==> config.mk <==
export PLATFORM = sky130hd
export DESIGN_NAME = counter_updown_mod
export DESIGN_NICKNAME = d
export VERILOG_FILES = /design/src/rtl/counter_pkg.sv /design/src/rtl/counter_updown_mod.sv
export SDC_FILE = /design/constraint.sdc
export NUM_CORES = 1
export LEC_CHECK = 0
export ABC_CLOCK_PERIOD_IN_PS = 2950
export CORE_MARGIN = 8
export CORE_UTILIZATION = 30
export DETAILED_ROUTE_END_ITERATION = 8
export GPL_TIMING_DRIVEN = 0
export PLACE_DENSITY = 0.67
export SETUP_SLACK_MARGIN = 0.1
export SYNTH_ARGS = -nofsm -noshare
export SYNTH_HDL_FRONTEND = slang
export SYNTH_SLANG_ARGS = --single-unit
==> constraint.sdc <==
create_clock -name clk -period 2.95 [get_ports clk]
set_input_delay 0.59 -clock clk [delete_from_list [all_inputs] [get_ports clk]]
set_output_delay 0.59 -clock clk [all_outputs]
set_load 0.01 [all_outputs]
==> src/rtl/counter_pkg.sv <==
// Shared types and next-value logic for the up/down modulo counter family.
// The step function works on a fixed 32-bit datapath so future counters can reuse it.
package counter_pkg;

    localparam int unsigned CNT_MAX_W = 32;

    typedef enum logic {
        CNT_WRAP = 1'b0,
        CNT_SAT  = 1'b1
    } cnt_mode_e;

    typedef struct packed {
        logic [CNT_MAX_W-1:0] value;
        logic                 evt;   // boundary event: stepping outward from a range end
    } cnt_next_t;

    // Compare-before-step, so a modulus below 2**WIDTH-1 never yields an out-of-range value.
    function automatic cnt_next_t next_count(input logic [CNT_MAX_W-1:0] count,
                                             input logic                 up,
                                             input cnt_mode_e            mode,
                                             input logic [CNT_MAX_W-1:0] max);
        cnt_next_t res;
        logic      at_end;
        at_end = up ? (count >= max) : (count == '0);
        res.evt = at_end;
        if (at_end) begin
            if (mode == CNT_SAT) begin
                res.value = up ? max : '0;
            end else begin
                res.value = up ? '0 : max;
            end
        end else begin
            res.value = up ? (count + 32'd1) : (count - 32'd1);
        end
        return res;
    endfunction

endpackage

==> src/rtl/counter_updown_mod.sv <==
// Parametrised up/down modulo counter with clear, load, wrap/saturate mode and status flags.
// Priority each cycle: clr > load > en > hold. WIDTH must lie in 2..32.
module counter_updown_mod
    import counter_pkg::*;
#(
    parameter int unsigned      WIDTH     = 8,
    parameter logic [WIDTH-1:0] MAX_VAL   = {WIDTH{1'b1}},
    parameter logic [WIDTH-1:0] RESET_VAL = '0
) (
    input  logic             clk,
    input  logic             rst_n,
    input  logic             en,
    input  logic             clr,
    input  logic             load,
    input  logic [WIDTH-1:0] load_val,
    input  logic             up,
    input  logic             sat_mode,
    input  logic             ovf_clr,
    output logic [WIDTH-1:0] count,
    output logic             tc,
    output logic             wrap_pulse,
    output logic             ovf_sticky
);

    logic [WIDTH-1:0] count_q, count_d;
    logic             wrap_q, wrap_d;
    logic             ovf_q, ovf_d;
    cnt_mode_e        mode;
    cnt_next_t        nxt;
    logic             boundary;

    assign mode = cnt_mode_e'(sat_mode);

    always_comb begin
        nxt      = next_count(CNT_MAX_W'(count_q), up, mode, CNT_MAX_W'(MAX_VAL));
        boundary = en && !clr && !load && nxt.evt;

        count_d = count_q;
        if (clr) begin
            count_d = RESET_VAL;
        end else if (load) begin
            count_d = (load_val > MAX_VAL) ? MAX_VAL : load_val;
        end else if (en) begin
            count_d = nxt.value[WIDTH-1:0];
        end

        wrap_d = boundary && (mode == CNT_WRAP);
        // A new overflow wins over a simultaneous clear request.
        ovf_d  = boundary ? 1'b1 : (ovf_clr ? 1'b0 : ovf_q);

        tc = up ? (count_q == MAX_VAL) : (count_q == '0);
    end

    if (WIDTH < CNT_MAX_W) begin : g_unused_hi
        logic unused_nxt_hi;
        assign unused_nxt_hi = ^nxt.value[CNT_MAX_W-1:WIDTH];
    end

    always_ff @(posedge clk or negedge rst_n) begin
        if (!rst_n) begin
            count_q <= RESET_VAL;
            wrap_q  <= 1'b0;
            ovf_q   <= 1'b0;
        end else begin
            count_q <= count_d;
            wrap_q  <= wrap_d;
            ovf_q   <= ovf_d;
        end
    end

    assign count      = count_q;
    assign wrap_pulse = wrap_q;
    assign ovf_sticky = ovf_q;

endmodule

# Yosys cells after proc, flatten, opt, wreduce, memory -nomap -nowiden

Cells that the tools add are included.
W data, S select, Z words.

Register bits after elaboration: 10
Bits of input ports: 16
Output and inout bits: 11
Word-level logic and storage cells: 31

Add/sub/neg operators: 2
Magnitude comparators: 2
Equal/unequal tests: 1
Muxes and demuxes: 13
Bitwise gates (word level): 1
Reductions and logical operators: 9

Operators with widths:

| operator              | count |
|---|---|
| $mux W8               | 9 |
| $add A8 B1 Y8 const B | 1 |
| $eq A8 B8 Y1 const B  | 1 |
| $ge A8 B8 Y1 const B  | 1 |
| $gt A8 B8 Y1 const B  | 1 |
| $logic_not A8 Y1      | 1 |
| $sub A8 B1 Y8 const B | 1 |
| $logic_and A1 B1 Y1   | 4 |
| $mux W1               | 4 |
| $reduce_bool A3 Y1    | 1 |
| $logic_not A1 Y1      | 2 |
| $reduce_bool A2 Y1    | 1 |
| $not A1 Y1            | 1 |

# Longest topological paths before layout

Depth in word-level cells: 6
Gate-level depth with buffers: 8
Mapped depth without buffers: 8

# Least setup slack after synthesis

OpenSTA, ideal clock, no wires.

Kind: input -> register
Start: in up
End: reg count_q[7], in the netlist count[7]
Setup time: 0.071 ns
Arrival: 2.228 ns
Required time: 2.879 ns
Path slack: 0.651 ns
Cell stages on the path: 8
Path buffers: 0
Cells stage by stage: inv_1 ha_1 a21oi_1 o2111ai_1 o31ai_1 mux2i_1 mux2_2 nor2_1

Word-level cells in the longest chain between the ends: 6
Elaborated cells between the ends (all ways): 9
Classes of those cells: mux (9)

RTL lines:

| what                       | line                                 | text |
|---|---|---|
| start: declaration         | counter_updown_mod.sv:16             | `input logic up,` |
| $mux W8 (on tied branches) | counter_pkg.sv:30, counter_pkg.sv:28 |  |
| $mux W8                    | counter_pkg.sv:27                    | `if (mode == CNT_SAT) begin` |
| $mux W8 *                  | counter_pkg.sv:26                    | `if (at_end) begin` |
| $mux W8 *                  | counter_updown_mod.sv:43             | `end else if (en) begin` |
| $mux W8 *                  | counter_updown_mod.sv:41             | `end else if (load) begin` |
| $mux W8 *                  | counter_updown_mod.sv:39             | `if (clr) begin` |
| end signal: assignment     | counter_updown_mod.sv:65             | `count_q <= count_d;` |
| end: declaration           | counter_updown_mod.sv:25             | `logic [WIDTH-1:0] count_q, count_d;` |

Every way passes the cells marked *; elsewhere a longest branch is shown, timed or not. The select of a mux whose other input is x is not followed.
A chain may end at the register's enable or synchronous reset.

# Worst setup path in the final report

Start: reg count_q[7], in the netlist count[7]
End: out tc

Word-level cells in the longest chain between the ends: 2
Elaborated cells between the ends (all ways): 3
Classes of those cells: eq/ne (1); mux (1); reduce/logical (1)

RTL lines:

| what                                             | line                     | text |
|---|---|---|
| $eq A8 B8 Y1 or $logic_not A8 Y1 (tied branches) | counter_updown_mod.sv:51 | `tc = up ? (count_q == MAX_VAL) : (count_q == '0);` |
| $mux W1 *                                        | counter_updown_mod.sv:51 |  |
| end: declaration                                 | counter_updown_mod.sv:20 | `output logic tc,` |

Every way passes the cells marked *; elsewhere a longest branch is shown, timed or not.

==> results <==
- The run finished with clean final reports.
- The type of the most critical hold path is flip-flop to flip-flop.
- Synthesis inferred 10 register bits.
- IR analysis of the VDD net gives a maximum drop of 0.141 mV.
- On the worst path, the slowest cell contributes a delay of 0.55 ns.
- The half-perimeter wire length of the detailed placement result is 2.28 mm.
- The worst setup path startpoint is count[7].
- The path with the worst hold slack has its endpoint at ovf_sticky.
- The worst-case register-to-register setup slack is 0.53 ns.
- The fraction of final layout cells with drive strength greater than 1 is 0.150.
- The first global-routing pass estimated 4.89 mm of wire.
- The number of nets in the synthesized netlist is 137.
- The launching point of the worst reg2reg path is count[0].
- In this run, distinct cell masters in the synthesized netlist total 37.
- The weighted congestion at the end of routability-driven global placement is 0.881.
- The mean post-synth cell area is 8.35 sq um.
- The kind of cell with the highest combined delay along the critical path is simple AND/OR/NAND/NOR gates.
- Summed over all layers, the routed wires come to 2.88 mm.
- The share of the Yosys chip area taken by registers is 0.263.
- Ranked by total cell area, the synthesized netlist is headed by dfrtp_1 (26%), ha_1 (7.9%), nor2_1 (6.7%), a211oi_1 (4.7%), a21oi_1 (4.2%).
- The cell with the largest stage delay on the worst path is or4_4.
- The count of yosys warnings during synthesis is 0.
- The endpoint of the worst register-to-register path is count[6].
- The cell count of the worst reg-to-reg path is 8.
- The overall fraction of global-route tracks in use is 0.118.
- The depth of the worst hold-timing path is 2.
- The worst setup path is captured at an output port.
- The kind of start point of the critical path is a flip-flop.
- The first-iteration detailed-routing DRC count is 71.
- The initial antenna violation count is 0.
- After technology mapping, the gate count stands at 114.
- At the end of the flow the core is filled with cells to 0.438.
- Of the post-synthesis cell area, the dominant cell type holds 0.263.
- The minimum period implied by the final worst setup slack is 2.77 ns.
- In the routed design, unresolved DRC markers number 0.
- At the pin with the least slew margin, the transition time is 0.485 ns.
- Across all layers, the routed design uses 985 vias.
- The die height is 72.3 um.
- The biggest area contributor in the post-synthesis netlist is dfrtp_1.
- The remaining global-route overflow is 0.
- The required arrival time at the worst endpoint is 2.36 ns.
- Summing every instance area after synthesis gives 952 sq um.
- The power density over the cells is 362 nW/um^2.
- Setup violations remaining at the end of the flow were counted as 0.
- The area of placed instances is 1260 sq um.
- The CTS buffer count is 3.
- Using the TritonRoute via totals, the vias-per-cell ratio works out to 5.16.
- By startpoint and endpoint, the worst setup path is classified as flip-flop to output port.
- The final number of max-transition violations is 0.
- TritonCTS built the clock tree.
- In this run the clock root is driven by a clkbuf_4.
- After routing the design area is 1330 sq um.
- From synthesis to final layout, the design area changed by 39.3%.
- The die covers 5230 sq um.
- Dividing the detail-routed wire length by the instance count gives 15.1 um.
- The core region is 3030 sq um.
- The maximum number of pins on one net before global-route repair is 11.
- The die is 72.3 um wide.
- The via count of the first global-routing pass is 1,058.
- The detailed-routing iteration count for the pre-antenna-repair pass is 4.
- The peak fanout along the critical path is 7.
- In this run the number of H-tree levels came out at 1.
- The clock drives 10 sinks.
- The critical path goes through or4_4 > nor3_4 > nor2_4 > clkinv_8 > clkdlybuf4s50_1.
- The arrival time of data at the critical path endpoint is 2.18 ns.
- The number of ports placed on the die boundary is 27.
- Clock-pin slew was measured on the worst setup and hold paths at 0.06 ns.
- Derived from the worst setup path, the maximum achievable clock frequency is 361 MHz.
- The number of standard-cell rows in the floorplan is 20.
- The critical path contains buffers and inverters numbering 2 combined.
- The initial standard-cell utilization of the core is 0.314.
- The number of buffers on the longest clock path is 2.
- The count of input and output buffers is 25.
- The worst min-delay path startpoint is ovf_sticky.
- The final-report hold violation count is 0.
- The clock latency reported for the late side of the worst-skew pair is 0.26 ns.
- The share of the clock period used by the worst path is 0.940.
- The final total negative setup slack is 0 ns.
- The worst max-slew margin expressed relative to the limit is 0.677.
- Setup repair after global routing left no endpoint under its margin.
- The reported max-cap violation count is 0.
- The count of inserted antenna diode cells is 0.
- The leakage power total is 0.555 nW.
- In this run the remaining antenna-violating nets after routing total 0.
- Between clock sinks in the finished design, the worst skew comes to 0.000252 ns.
- The post-layout net count is 171.
==> routing by layer <==
metal / vias to the layer above / share of wire / global-route usage
met5: - / 0 / 0
met4: 0 / 0.0080 / 0.0454
met3: 4 / 0.093 / 0.0496
met2: 36 / 0.48 / 0.192
met1: 457 / 0.42 / 0.132
li1: 488 / - / -
==> synthesized netlist by cell type (all sizes together) <==
library cell,n
o2111ai,1
nor2b,1
clkinv,1
nand2b,4
o31ai,3
nor4,1
a211o,1
o221ai,1
a31oi,1
nand2,5
o21ai,5
mux2i,1
inv,8
nand3,4
o211ai,1
nand4,2
a21boi,1
xor2,3
dfrtp,10
a311o,1
nor3b,2
or4,2
clkbuf,4
a211oi,7
a21oi,8
nand3b,2
o41ai,1
mux2,1
nor2,19
fa,1
ha,6
nor3,5
a21o,1
==> through the flow <==
step	hold WS, ns	std cells	power (W)	setup WS, ns
4_1_cts	0.527	189	0.000481	0.120
6_report	0.520	191	0.000480	0.176
3_3_place_gp	0.511	183	0.000346	-0.317
2_1_floorplan	0.294	114	0.000276	0.651
5_1_grt	0.575	191	0.000515	0.106
3_5_place_dp	0.517	183	0.000351	-0.327
==> state kept, by name (all words and copies together), names as in the netlist <==
name        count
wrap_pulse      1
count           8
ovf_sticky      1
==> where the power goes <==
group | internal, W | switching, W | leakage, nW
Sequential | 0.000147 | 0.0000150 | 0.128
Combinational | 0.0000954 | 0.000100 | 0.406
Clock | 0.0000749 | 0.0000471 | 0.0210
==> final cells by class <==
cell class	instances	area, sq um
Sequential cell	10	254
Multi-Input combinational cell	91	644
Buffer	4	15.0
Clock buffer	4	36.3
Tap cell	44	55.1
Fill cell	300	1700
Timing Repair Buffer	29	275
Inverter	9	46.3
==> logic make-up (layout without fill, tap and decap cells) <==
group | Yosys count | count (layout) | share of synthesized area
xor+xnor | 3 | 3 | 0.0276
mux | 2 | 2 | 0.0223
compound gates | 32 | 32 | 0.238
buf+inv | 13 | 46 | 0.0644
fa+ha+maj | 7 | 7 | 0.0999
flops | 10 | 10 | 0.263
simple gates | 47 | 47 | 0.285
==> placed cells by master, fill, tap and decap left out, types with 2 or more instances in the layout <==
cell,count
dfrtp_1,7
nor3_1,3
clkdlybuf4s50_1,24
nor3_4,2
nor3b_1,2
ha_1,6
dfrtp_2,3
a21oi_1,8
nand4_1,2
buf_4,4
nand2_1,5
clkbuf_4,3
nand2b_1,4
a211oi_1,6
nor2_4,2
xor2_1,3
inv_1,8
o21ai_0,5
nand3b_1,2
nor2_1,17
nand3_1,4
clkbuf_1,4
o31ai_1,3
or4_4,2
==> worst register-to-register path, stage by stage (launching register included) <==
cell and delay [ns]:
dfrtp_1 0.53, inv_1 0.16, fa_1 0.43, nand2b_1 0.17
a21boi_0 0.24, o21ai_0 0.20, a211o_1 0.30, o211ai_1 0.17
o21ai_0 0.10
==> how the worst max path moves through the flow <==
| stage | endpoint | depth (start not counted) | slack (ns) |
|---|---|---|---|
| after detailed placement | count[7] | 9 | -0.33 |
| after global routing | tc | 5 | 0.11 |
| after floorplan | count[7] | 8 | 0.65 |
| after global placement | count[7] | 9 | -0.32 |
| after CTS | tc | 5 | 0.12 |
| final | tc | 5 | 0.18 |
==> timing repair <==
item / CTS / global route
endpoints found under the setup margin: 2 / 1
buffers inserted: 2 / 2
pin swaps: 1 / 2
hold buffers: 0 / 0
gates resized for setup: 4 / 5
hold endpoints to repair: 0 / 0
Note: power is estimated with default switching activity, not from simulation.
